===== src/rtl/semaphore_pkg.sv =====
// Shared definitions for the hardware semaphore bank: operation encoding,
// semaphore index width and the core-id width helper.
package semaphore_pkg;

  localparam logic SEM_OP_ACQUIRE = 1'b1;
  localparam logic SEM_OP_RELEASE = 1'b0;

  // Every core addresses the bank with a fixed 8-bit semaphore index.
  localparam int unsigned SEM_ADDR_W = 8;

  // Width of a core id; a single-core system still carries a 1-bit id.
  function automatic int unsigned core_id_width(input int unsigned num_cores);
    return (num_cores > 1) ? int'($clog2(num_cores)) : 1;
  endfunction

endpackage


===== src/rtl/semaphore_rr_arbiter.sv =====
// Combinational round-robin pick among the cores requesting one semaphore.
// The winner is the first requesting core strictly after ptr_i, wrapping.
module semaphore_rr_arbiter
  import semaphore_pkg::*;
#(
  parameter int unsigned NumberOfCores = 2,
  localparam int unsigned CoreIdW = core_id_width(NumberOfCores)
) (
  input  logic [NumberOfCores-1:0] req_i,
  input  logic [CoreIdW-1:0]       ptr_i,
  output logic [NumberOfCores-1:0] gnt_o,
  output logic                     valid_o
);

  logic [NumberOfCores-1:0] gnt_hi;
  logic [NumberOfCores-1:0] gnt_lo;
  logic                     found_hi;
  logic                     found_lo;

  // Lowest requester above the pointer, and lowest requester overall for wrap.
  always_comb begin
    gnt_hi   = '0;
    gnt_lo   = '0;
    found_hi = 1'b0;
    found_lo = 1'b0;
    for (int unsigned j = 0; j < NumberOfCores; j++) begin
      if (req_i[j] && !found_hi && (j > 32'(ptr_i))) begin
        gnt_hi[j] = 1'b1;
        found_hi  = 1'b1;
      end
      if (req_i[j] && !found_lo) begin
        gnt_lo[j] = 1'b1;
        found_lo  = 1'b1;
      end
    end
  end

  assign gnt_o   = found_hi ? gnt_hi : gnt_lo;
  assign valid_o = found_lo;

endmodule


===== src/rtl/semaphore_arbiter.sv =====
// Bank of hardware semaphores shared by all PLC cores. Takes per-core
// acquire/release requests, arbitrates acquires round-robin per semaphore,
// and drives the per-core blocking vector for the blocking multiplexer.
// Optional feature macro: SEMAPHORE_TIMEOUT_EN (forced release after
// HoldTimeout locked cycles, with a Timeout pulse to the evicted owner).
module semaphore_arbiter
  import semaphore_pkg::*;
#(
  parameter int unsigned NumberOfSemaphores = 4,
  parameter int unsigned NumberOfCores      = 2,
  parameter int unsigned HoldTimeout        = 1024
) (
  input  logic                                        clk,
  input  logic                                        reset,
  input  logic [NumberOfCores-1:0]                    SEMARB_Req_fromCPU,
  input  logic [NumberOfCores-1:0]                    SEMARB_Op_fromCPU,
  input  logic [SEM_ADDR_W*NumberOfCores-1:0]         SEMARB_Addr_fromCPU,
  output logic [NumberOfCores-1:0]                    SEMARB_Ack_toCPU,
  output logic [NumberOfCores-1:0]                    SEMARB_Error_toCPU,
  output logic [NumberOfSemaphores-1:0]               SEMARB_Locked_toDebug,
  output logic [NumberOfSemaphores*NumberOfCores-1:0] SEMARB_Blocking_toMux
`ifdef SEMAPHORE_TIMEOUT_EN
  ,
  output logic [NumberOfCores-1:0]                    SEMARB_Timeout_toCPU
`endif
);

  localparam int unsigned NS      = NumberOfSemaphores;
  localparam int unsigned NC      = NumberOfCores;
  localparam int unsigned CoreIdW = core_id_width(NC);

  typedef logic [CoreIdW-1:0] core_id_t;

  // Reject parameter sets the bank cannot represent.
  if (NS < 1 || NS > 256 || NC < 1 || HoldTimeout < 1) begin : g_bad_cfg
    $error("semaphore_arbiter: unsupported parameter set");
  end

  logic     [NS-1:0]                 locked_q, locked_d;
  core_id_t [NS-1:0]                 owner_q, owner_d;
  core_id_t [NS-1:0]                 rr_q, rr_d;
  logic     [NC-1:0]                 ack_q, ack_d;
  logic     [NC-1:0]                 err_q, err_d;

  logic     [NC-1:0][SEM_ADDR_W-1:0] addr;
  logic     [NC-1:0]                 sample;
  logic     [NC-1:0]                 in_range;
  logic     [NC-1:0]                 is_acq;
  logic     [NC-1:0]                 rel_ok;
  logic     [NS-1:0]                 rel_hit;
  logic     [NS-1:0][NC-1:0]         acq_req;
  logic     [NS-1:0][NC-1:0]         gnt;
  logic     [NS-1:0]                 gnt_valid;

`ifdef SEMAPHORE_TIMEOUT_EN
  localparam int unsigned HoldW = $clog2(HoldTimeout + 1);
  logic [NS-1:0][HoldW-1:0] hold_q, hold_d;
  logic [NC-1:0]            timeout_q, timeout_d;
`endif

  assign addr   = SEMARB_Addr_fromCPU;
  // A request is never taken in its own ack cycle.
  assign sample = SEMARB_Req_fromCPU & ~ack_q;

  // Decode sampled requests into per-semaphore acquire candidates and owner releases.
  always_comb begin
    in_range = '0;
    is_acq   = '0;
    rel_ok   = '0;
    rel_hit  = '0;
    acq_req  = '0;
    for (int unsigned c = 0; c < NC; c++) begin
      in_range[c] = (32'(addr[c]) < NS);
      is_acq[c]   = (SEMARB_Op_fromCPU[c] == SEM_OP_ACQUIRE);
      for (int unsigned s = 0; s < NS; s++) begin
        if (sample[c] && (32'(addr[c]) == s)) begin
          if (is_acq[c]) begin
            // Acquirers only compete for a semaphore that was free this cycle.
            acq_req[s][c] = !locked_q[s];
          end else if ((SEMARB_Op_fromCPU[c] == SEM_OP_RELEASE) && locked_q[s] &&
                       (owner_q[s] == CoreIdW'(c))) begin
            rel_ok[c]  = 1'b1;
            rel_hit[s] = 1'b1;
          end
        end
      end
    end
  end

  for (genvar s = 0; s < NS; s++) begin : g_arb
    semaphore_rr_arbiter #(
      .NumberOfCores(NC)
    ) u_arb (
      .req_i  (acq_req[s]),
      .ptr_i  (rr_q[s]),
      .gnt_o  (gnt[s]),
      .valid_o(gnt_valid[s])
    );
  end

  // Next lock/owner/pointer state and per-core completion.
  always_comb begin
    locked_d = locked_q;
    owner_d  = owner_q;
    rr_d     = rr_q;
    ack_d    = '0;
    err_d    = '0;
`ifdef SEMAPHORE_TIMEOUT_EN
    hold_d    = hold_q;
    timeout_d = '0;
`endif
    for (int unsigned s = 0; s < NS; s++) begin
      if (rel_hit[s]) begin
        locked_d[s] = 1'b0;
`ifdef SEMAPHORE_TIMEOUT_EN
        hold_d[s] = '0;
      end else if (locked_q[s]) begin
        if (32'(hold_q[s]) + 32'd1 == HoldTimeout) begin
          locked_d[s] = 1'b0;
          hold_d[s]   = '0;
          for (int unsigned c = 0; c < NC; c++) begin
            if (owner_q[s] == CoreIdW'(c)) timeout_d[c] = 1'b1;
          end
        end else begin
          hold_d[s] = hold_q[s] + HoldW'(1);
        end
`endif
      end else if (gnt_valid[s]) begin
        locked_d[s] = 1'b1;
`ifdef SEMAPHORE_TIMEOUT_EN
        hold_d[s] = '0;
`endif
        for (int unsigned c = 0; c < NC; c++) begin
          if (gnt[s][c]) begin
            owner_d[s] = CoreIdW'(c);
            rr_d[s]    = CoreIdW'(c);
          end
        end
      end
    end

    for (int unsigned c = 0; c < NC; c++) begin
      if (sample[c]) begin
        if (!in_range[c]) begin
          ack_d[c] = 1'b1;
          err_d[c] = 1'b1;
        end else if (!is_acq[c]) begin
          ack_d[c] = 1'b1;
          err_d[c] = !rel_ok[c];
        end else begin
          for (int unsigned s = 0; s < NS; s++) begin
            if (gnt[s][c]) ack_d[c] = 1'b1;
          end
        end
      end
    end
  end

  // State registers; reset drops every lock and pending completion.
  always_ff @(posedge clk or posedge reset) begin
    if (reset) begin
      locked_q  <= '0;
      owner_q   <= '0;
      rr_q      <= {NS{CoreIdW'(NC - 1)}};
      ack_q     <= '0;
      err_q     <= '0;
`ifdef SEMAPHORE_TIMEOUT_EN
      hold_q    <= '0;
      timeout_q <= '0;
`endif
    end else begin
      locked_q  <= locked_d;
      owner_q   <= owner_d;
      rr_q      <= rr_d;
      ack_q     <= ack_d;
      err_q     <= err_d;
`ifdef SEMAPHORE_TIMEOUT_EN
      hold_q    <= hold_d;
      timeout_q <= timeout_d;
`endif
    end
  end

  // Core c is blocked on s whenever s is held by some other core.
  always_comb begin
    SEMARB_Blocking_toMux = '0;
    for (int unsigned s = 0; s < NS; s++) begin
      for (int unsigned c = 0; c < NC; c++) begin
        SEMARB_Blocking_toMux[s*NC+c] = locked_q[s] && (owner_q[s] != CoreIdW'(c));
      end
    end
  end

  assign SEMARB_Ack_toCPU      = ack_q;
  assign SEMARB_Error_toCPU    = err_q;
  assign SEMARB_Locked_toDebug = locked_q;
`ifdef SEMAPHORE_TIMEOUT_EN
  assign SEMARB_Timeout_toCPU  = timeout_q;
`endif

endmodule


===== config.mk =====
export PLATFORM = sky130hd
export DESIGN_NAME = semaphore_arbiter
export DESIGN_NICKNAME = d
export VERILOG_FILES = /design/src/rtl/semaphore_pkg.sv /design/src/rtl/semaphore_rr_arbiter.sv /design/src/rtl/semaphore_arbiter.sv
export SDC_FILE = /design/constraint.sdc
export NUM_CORES = 1
export LEC_CHECK = 0
export BUFFER_PORTS_ARGS = -buffer_cell sky130_fd_sc_hd__buf_4
export CAP_MARGIN = 40
export CORE_AREA = 2 2 47 93
export DETAILED_ROUTE_END_ITERATION = 10
export DIE_AREA = 0 0 49 95
export PLACE_DENSITY = 0.57
export SLEW_MARGIN = 20
export SYNTH_ARGS = -nofsm -noshare
export SYNTH_HDL_FRONTEND = slang
export SYNTH_SLANG_ARGS = --single-unit

===== constraint.sdc =====
create_clock -name clk -period 5.4 [get_ports clk]
set_input_delay 0.81 -clock clk [delete_from_list [all_inputs] [get_ports clk]]
set_output_delay 0.81 -clock clk [all_outputs]
set_load 0.02 [all_outputs]

Word-level counts from Yosys, hierarchy flattened
Index checks and enable logic that the tools add are counted.

Output and inout bits: 16. Logic and storage cells: 219. Flip-flop bits (word level): 16. Input port bits: 22.

Bitwise logic cells: 12. Equal/unequal tests: 6. Reduce and logical (&&, ||, !) cells: 64. Multiplexer cells: 117. $lt $le $gt $ge: 6.

Operators with widths (number): two-way mux 1 bit (113); logical AND 1 bit (40); == test 8 x 2 -> 1 bit (second input constant) (4); == test 8 x 1 -> 1 bit (second input constant) (2); zero test 8 bit (2); < comparator 8 x 3 -> 1 bit (second input constant) (2); nonzero test 2 bit (8); AND reduction 3 bit (4); zero test 1 bit (10); NOT 1 bit (10); two-way mux 2 bit (4); greater-than comparator 1 bit (first input constant) (4); AND 2 bit (1); NOT 2 bit (1).

Longest topological paths before layout
Gate-level depths: netlist (run 1).

Word-level depth: 19. Mapped depth: 5. Depth with buffers taken out: 4.

By module
A second synthesis (run 1) with hierarchy kept.

Cells, all modules: 115. Area total of the unflattened synthesis: 1163.6 µm².

By module, submodules not included: semaphore_arbiter (seq. area each 405.4 µm², instances 1, area each 1063.5 µm², cells an instance 99); semaphore_rr_arbiter (seq. area each 0.0 µm², instances 4, area each 25.0 µm², cells an instance 4).

Least setup slack after synthesis (run 1)
Ideal clock, no wire load.

Path type: in2reg. Start: input port SEMARB_Addr_fromCPU[10]. End: register ack_q[0] (netlist: SEMARB_Ack_toCPU[0]). Stages: 4. Data required time: 5.257 ns. Buffers on the path: 0. Path slack: 3.132 ns. Arrival: 2.126 ns. Library setup time: 0.143 ns. Cell sequence: or4_4 or4_4 o211ai_2 a41oi_1.

Longest elaborated chain between the ends: 13. Elaborated cells between the ends (all ways): 31. Those cells by class: 3 x eq/ne; 19 x mux; 9 x reduce/logical.

Ends and longest elaborated chain: start: declaration (line semaphore_arbiter.sv:17) `input logic [SEM_ADDR_W*NumberOfCores-1:0] SEMARB_Addr_fromCPU,`; zero test 8 bit (line semaphore_arbiter.sv:76) `if (sample[c] && (32'(addr[c]) == s)) begin`; logical AND 1 bit (line semaphore_arbiter.sv:76); two-way mux 1 bit (line semaphore_arbiter.sv:76); logical AND 1 bit (line semaphore_rr_arbiter.sv:27) `if (req_i[j] && !found_hi && (j > 32'(ptr_i))) begin`; two-way mux 1 bit (line semaphore_rr_arbiter.sv:27); two-way mux 2 bit (line semaphore_rr_arbiter.sv:38) `assign gnt_o = found_hi ? gnt_hi : gnt_lo;`; two-way mux 1 bit (3 in series) (line semaphore_arbiter.sv:152) `if (gnt[s][c]) ack_d[c] = 1'b1;`; two-way mux 1 bit (*) (line semaphore_arbiter.sv:152); two-way mux 1 bit (*) (line semaphore_arbiter.sv:147) `end else if (!is_acq[c]) begin`; two-way mux 1 bit (*) (line semaphore_arbiter.sv:144) `if (!in_range[c]) begin`; two-way mux 1 bit (*) (line semaphore_arbiter.sv:143) `if (sample[c]) begin`; named net ack_d[0] (line semaphore_arbiter.sv:42) `logic [NC-1:0] ack_q, ack_d;`; end signal: assignment (line semaphore_arbiter.sv:175) `ack_q <= ack_d;`; end: declaration (line semaphore_arbiter.sv:42).

The timed path passes the listed nets; every way through them passes the cells marked *. A chain may end at the register's enable or synchronous reset.

Worst setup path after layout (run 1)
Start: input port SEMARB_Addr_fromCPU[1]. End: register ack_q[1] (netlist: SEMARB_Ack_toCPU[1]).

Longest elaborated chain between the ends: 15. Elaborated cells between the ends (all ways): 39. Those cells by class: 3 x eq/ne; 23 x mux; 13 x reduce/logical.

Ends and longest elaborated chain: zero test 8 bit (line semaphore_arbiter.sv:76); logical AND 1 bit (line semaphore_arbiter.sv:76); two-way mux 1 bit (line semaphore_arbiter.sv:76); two-way mux 1 bit (line semaphore_rr_arbiter.sv:31) `if (req_i[j] && !found_lo) begin`; zero test 1 bit (line semaphore_rr_arbiter.sv:31); logical AND 1 bit (line semaphore_rr_arbiter.sv:31); two-way mux 1 bit (line semaphore_rr_arbiter.sv:31); two-way mux 2 bit (line semaphore_rr_arbiter.sv:38); two-way mux 1 bit (3 in series) (line semaphore_arbiter.sv:152); two-way mux 1 bit (*) (line semaphore_arbiter.sv:152); two-way mux 1 bit (*) (line semaphore_arbiter.sv:147); two-way mux 1 bit (*) (line semaphore_arbiter.sv:144); two-way mux 1 bit (*) (line semaphore_arbiter.sv:143); named net ack_d[1] (line semaphore_arbiter.sv:42).

Marks and branches as above.

==> metrics, run 1 <==
Mapped Area=0.00116 mm2; clock tree from TritonCTS=done; Post-synth EDFFs=0; clock tree buffer depth=2; final hold violations=0; multi-input gate area in the final layout=711 um2; CTS Buf Count=3; register clock-pin slew on the reported worst setup and hold paths=~0.070 ns; hpwl dp=about 2800 um; initial core utilization=28.9%; Worst Setup Start Kind=primary input; total routing resource utilization after global routing=around 16%; area of the die=0.00466 mm2; net total in the final layout=189; run status=finished, final reports clean; Die Y-Extent=95 um; Gate Count Post-Synth=about 130; fraction of synthesis flops using an asynchronous set or reset pin=100%; warnings from Yosys=0; number of port buffers=37; clock sink total=16; setup bufs post-CTS=0; sequential share of the synthesized area=roughly a third; number of setup violations in the final report=0; area added between synthesis and finish=33.7%; GRT overflow=0; worst path arrival time=2.37 ns; peak clock frequency supported by timing=445 MHz; Max Cap Viol=0; worst IR drop on VDD=0.0780 mV; Synth Net Count=150; Clk Tree Root Cell=sky130_fd_sc_hd__clkbuf_8; overall power consumption=0.311 mW; Power Density=just over 200 mW/mm2; depth of the CTS H-tree=1; Rows=33; Final Cycle Share=41.6%; min-delay worst type=register to register; required time of the critical path=about 5.5 ns; main flop type after synthesis=sky130_fd_sc_hd__dfrtp_1; Crit Path Max Fanout=9; number of storage elements in the synthesis netlist=16; first-pass GRT wire length=5800 um; DR vias/cell=5.52; area taken by flip-flops and latches=405 um2; share of cells above drive strength 1=35.5%; leakage power figure=0.673 nW; number of vias in the routed layout=around 1200; overall routed net length=3470 um; initial drt markers=21; Crit. End Element=register; transition time of the tightest slew-check pin=0.836 ns; number of detailed-routing iterations run before antenna repair=4; classification of the worst setup path=primary input to register; post-synthesis area per instance=9.03 um2; worst-case headroom to the max-slew limit=43.5%; Setup Total Neg Slack=0 ns; final RePlAce weighted congestion=0.889; initial antenna violation count=0; fin util=38.6%; final worst path period need=2.25 ns; drc violations=0; IO Count=38; total of cells resized after clock tree synthesis=0; clock latency on the worst-skew pair=0.25 ns; core outline area=0.00401 mm2; fill cell instance count of the final layout=428; CTS hold repair buffers=0; setup repair after global routing missed its margin=no; number of global-route vias before repair=1199; Final Slew Violations=0; horizontal die dimension=49 um; Distinct cells, synth=48; Clock Skews=~0.0018 ns; maximum number of pins on one net before global-route repair=17; average routed wire per standard cell=roughly 16 um; ant diodes=0; remaining antenna violation count after routing=0
-- metrics by stage --
step	worst slack, ns	hold slack [ns]	instance area [um2]	instances
finish	3.15	0.469	1550	218
global route	2.98	0.494	1550	218
CTS	3.17	0.473	1540	217
detailed placement	2.89	0.462	1490	213
global placement	2.91	0.461	1490	213
floorplan	3.13	0.446	1160	128
-- layout by cell type, fill, tap and decap left out, drive strengths merged, types with 3 or more instances in the layout --
master / n
nand3: 4
and2: 5
nor4: 3
nor3b: 4
nand2b: 4
or2: 3
nor2: 9
dfrtp: 12
or4: 4
buf: 39
inv: 5
nor2b: 6
nand4: 5
nand2: 7
dfstp: 4
a31oi: 3
o211ai: 5
o21ai: 5
clkbuf: 4
nand4b: 4
-- where the power goes --
| group | internal (mW) | switching, mW |
|---|---|---|
| Sequential | 0.127 | 0.00774 |
| Clock | 0.0648 | 0.0454 |
| Combinational | 0.0312 | 0.0344 |
| Total | 0.223 | 0.0876 |
-- critical path: stages --
cell,delay [ns]
sky130_fd_sc_hd__buf_4,0.15
sky130_fd_sc_hd__nor4bb_1,0.74
sky130_fd_sc_hd__and4_1,0.38
sky130_fd_sc_hd__a2bb2oi_1,0.18
sky130_fd_sc_hd__a41oi_1,0.12
-- Yosys cell counts (all sizes together), types with 3 or more instances --
cell | n | share of area (%)
a31oi | 3 | 1.6
clkbuf | 4 | 1.4
and2 | 5 | 2.7
nand2b | 4 | 2.2
nand4 | 5 | 2.7
nand3 | 4 | 1.7
or2 | 3 | 1.6
nor2 | 9 | 2.9
nor4 | 3 | 2.2
nand4b | 4 | 3.0
nor2b | 6 | 3.2
o21ai | 5 | 2.2
inv | 5 | 1.6
or4 | 4 | 3.2
nor3b | 4 | 2.6
nand2 | 7 | 2.3
dfstp | 4 | 9.1
dfrtp | 12 | 26
o211ai | 5 | 3.7
-- worst paths after layout --
path / cells after the start / endpoint / slack, ns / startpoint
min reg2reg: 2 / rr_q[1] / 0.47 / rr_q[1]
max: 5 / SEMARB_Ack_toCPU[1] / 3.15 / SEMARB_Addr_fromCPU[1]
max reg2reg: 4 / SEMARB_Ack_toCPU[1] / 3.42 / SEMARB_Ack_toCPU[0]
min in group asynchronous: 2 / SEMARB_Error_toCPU[0] / 0.64 / reset
max in group asynchronous: 2 / owner_q[0] / 4.34 / reset
min: 2 / rr_q[1] / 0.47 / rr_q[1]
-- per-layer routing --
metal	part of all wire, %	vias to the layer above	global-route usage (%)	routed length [um]
met5	0	-	0	0
met4	2.6	0	7.14	89
met3	4.6	9	1.90	161
met2	52	42	29.3	1790
met1	41	584	19.1	1420
li1	-	569	-	-
-- cell type report --
class	count	area share, %
Sequential cell	16	26.2
Timing Repair Buffer	39	18.8
Clock buffer	4	3.56
Tap cell	52	4.21
Inverter	5	1.21
Multi-Input combinational cell	102	46.0
-- sequential cells by signal (all words and copies together) (netlist names) --
signal,cells
rr_q,4
SEMARB_Error_toCPU,2
SEMARB_Ack_toCPU,2
SEMARB_Locked_toDebug,4
owner_q,4
-- logic make-up after synthesis --
group	count (synthesis)	share of synthesized area, %
flops	16	35.1
mux	2	2.81
compound gates	28	17.9
simple gates	72	40.8
buf+inv	10	3.46
(Power assumes the default switching activity.)
==> inputs of run 2 (changes only) <==
- PLACE_DENSITY: 0.57 -> 0.59
- clock period: 5.4 -> 2 ns (I/O delays scaled with it)
==> run 2 against run 1 <==
Net effect:
- total power rose to 2.7 times the previous value
- critical path depth fell by 1
- register-to-register slack got worse by 3.3 ns
- global-route usage fell by 0.49 points
- cell count rose by 2.3%
- combinational power rose to 2.8 times the previous value
- sequential share of layout area fell by 0.76 points
- non-clock buffer count rose by 5
- sequential cell count did not move
- critical endpoint is now SEMARB_Ack_toCPU[0]
- largest cell class unchanged
- highest routed layer unchanged
==> metrics, run 2 (synthesis results as in run 1) <==
Final Slew Violations=0 (unchanged); commonest non-fill, non-tap cells in the layout=44 x sky130_fd_sc_hd__buf_4, 12 x sky130_fd_sc_hd__dfrtp_1, 9 x sky130_fd_sc_hd__nor2_1; number of setup violations in the final report=0 (unchanged); setup repair after global routing missed its margin=no; worst-case headroom to the max-slew limit=55.3% (+12 points); switching power as a share of total power=27.1% (-1.1 points); fill cell instance count of the final layout=414 (-3.3%); part of the power in the clock network=34.2% (-1.3 points); commonest non-fill, non-tap cell in the layout=sky130_fd_sc_hd__buf_4; drc violations=0 (unchanged); initial antenna violation count=0 (unchanged); total of cells resized after clock tree synthesis=0 (unchanged); slowest cell delay on critical path=0.58 ns (-0.16 ns); hpwl dp=2690 um (-4.4%); min-delay worst type=primary input to asynchronous set/reset pin; slowest stage cell, crit path=sky130_fd_sc_hd__or4b_4; CTS Buf Count=3 (unchanged); Crit Path Max Fanout=5 (-4); series of cell instances along the critical path=or4b_4 > or4_4 > o211ai_2 > a41oi_1; clock latency on the worst-skew pair=0.24 ns (about the same); overall power consumption=0.832 mW (+170%); Worst Setup Start Kind=register; required time of the critical path=2.11 ns (-3.42 ns); sum of buffers and inverters on the critical path=0 (-1); Final Cycle Share=95.6%; final worst path period need=1.91 ns; cell family with most CP delay=simple AND/OR/NAND/NOR gates; global routing met2 resource utilization=26.9% (-2.4 points); transition time of the tightest slew-check pin=0.670 ns (-0.165 ns); initial core utilization=28.9% (unchanged); Max Cap Viol=0 (unchanged); final RePlAce weighted congestion=0.888 (-0.19%); area of the die=0.00466 mm2 (unchanged); final hold violations=0 (unchanged); ant diodes=0 (unchanged); core outline area=0.00401 mm2 (unchanged); non-filler cells, final=223 (+2.3%); worst IR drop on VDD=0.493 mV (+530%); overall routed net length=3360 um (-3.0%); number of vias in the routed layout=1206 (+0.17%); horizontal die dimension=49 um (unchanged); register clock-pin slew on the reported worst setup and hold paths=0.06 ns (about the same); number of global-route vias before repair=1160 (-3.3%); area added between synthesis and finish=37.7%; Power Density=523 mW/mm2 (+160%); multi-input gate area in the final layout=717 um2 (+0.88%); clock tree from TritonCTS=done; layer with the highest usage after global routing=met2; area taken by flip-flops and latches=405 um2 (unchanged); Clock Skews=0.000882 ns (-0.000964 ns); average routed wire per standard cell=15.1 um (-5.1%); placed cell count=219 (+2.8%); met3 usage in global routing=2.85% (+0.95 points); net total in the final layout=194 (+2.6%); first-pass GRT wire length=5780 um (-0.36%); initial drt markers=37 (+76%); run status=finished, final reports clean; share of cells above drive strength 1=38.0% (+2.5 points); number of port buffers=37 (unchanged); Setup Total Neg Slack=0 ns (unchanged); DR vias/cell=5.41 (-2.1%); Die Y-Extent=95 um (unchanged); Clk Tree Root Cell=sky130_fd_sc_hd__clkbuf_8; cell internal power dissipation=0.607 mW (+170%); total routing resource utilization after global routing=15.8% (-0.49 points); leakage power figure=0.701 nW (+4.1%); Rows=33 (unchanged); clock sink total=16 (unchanged); IO Count=38 (unchanged); worst path arrival time=2.02 ns (-0.35 ns); depth of the CTS H-tree=1 (unchanged); peak clock frequency supported by timing=523 MHz; number of detailed-routing iterations run before antenna repair=4 (unchanged); CTS hold repair buffers=0 (unchanged); Net Switching=0.225 mW (+160%); setup bufs post-CTS=0 (unchanged); maximum number of pins on one net before global-route repair=17 (unchanged); met1 Resource Use GR=19.8% (+0.63 points); remaining antenna violation count after routing=0 (unchanged); Crit. End Element=register; share of power burned in registers=43.7% (+0.3 points); share of power burned in combinational logic=22.1% (+1.0 points); clock tree buffer depth=2 (unchanged); GRT overflow=0 (unchanged); classification of the worst setup path=register to register
[run 2: power groups by stage]
stage | clock network [mW] | registers [mW] | logic, mW
2_1_floorplan | 0 | 0.378 | 0.0815
5_1_grt | 0.308 | 0.367 | 0.201
6_report | 0.285 | 0.363 | 0.184
3_5_place_dp | 0 | 0.369 | 0.183
3_3_place_gp | 0 | 0.369 | 0.180
4_1_cts | 0.297 | 0.363 | 0.184
[run 2: metrics by stage]
stage | util (%) | hold WS [ns] | setup slack (ns) | area, um2
after floorplan | - | 0.211 | 0.0851 | 1160
after global placement | 38.2 | 0.429 | 0.0748 | 1530
after detailed placement | 38.2 | 0.441 | 0.0492 | 1530
after CTS | 39.6 | 0.172 | 0.0924 | 1590
after global routing | 39.7 | 0.212 | 0.0415 | 1590
final | 39.7 | 0.153 | 0.0889 | 1590
[run 2: path summary, 6_finish.rpt]
check                                      start                    end  slack (ns)  cells after the start
max in group asynchronous                  reset    SEMARB_Ack_toCPU[1]        1.42                      2
max reg2reg                  SEMARB_Ack_toCPU[1]    SEMARB_Ack_toCPU[0]        0.09                      4
min reg2reg                              rr_q[1]                rr_q[1]        0.47                      2
max                          SEMARB_Ack_toCPU[1]    SEMARB_Ack_toCPU[0]        0.09                      4
min                                        reset  SEMARB_Error_toCPU[0]        0.15                      2
min in group clk           SEMARB_Req_fromCPU[1]  SEMARB_Error_toCPU[1]        0.33                      3
[run 2: layer usage]
| layer | part of all wire [%] | vias up |
|---|---|---|
| met1 | 42 | 569 |
| met2 | 49 | 52 |
| met4 | 2.1 | 0 |
| met3 | 6.4 | 6 |
| li1 | - | 579 |
| met5 | 0 | - |
[run 2: final cells by class]
| type | count | area share [%] |
|---|---|---|
| multi-input cells | 102 | 45.0 |
| clock buffers | 4 | 3.46 |
| repair buffers | 44 | 20.8 |
| inverters | 5 | 1.18 |
| flip-flops and latches | 16 | 25.5 |
| well taps | 52 | 4.09 |
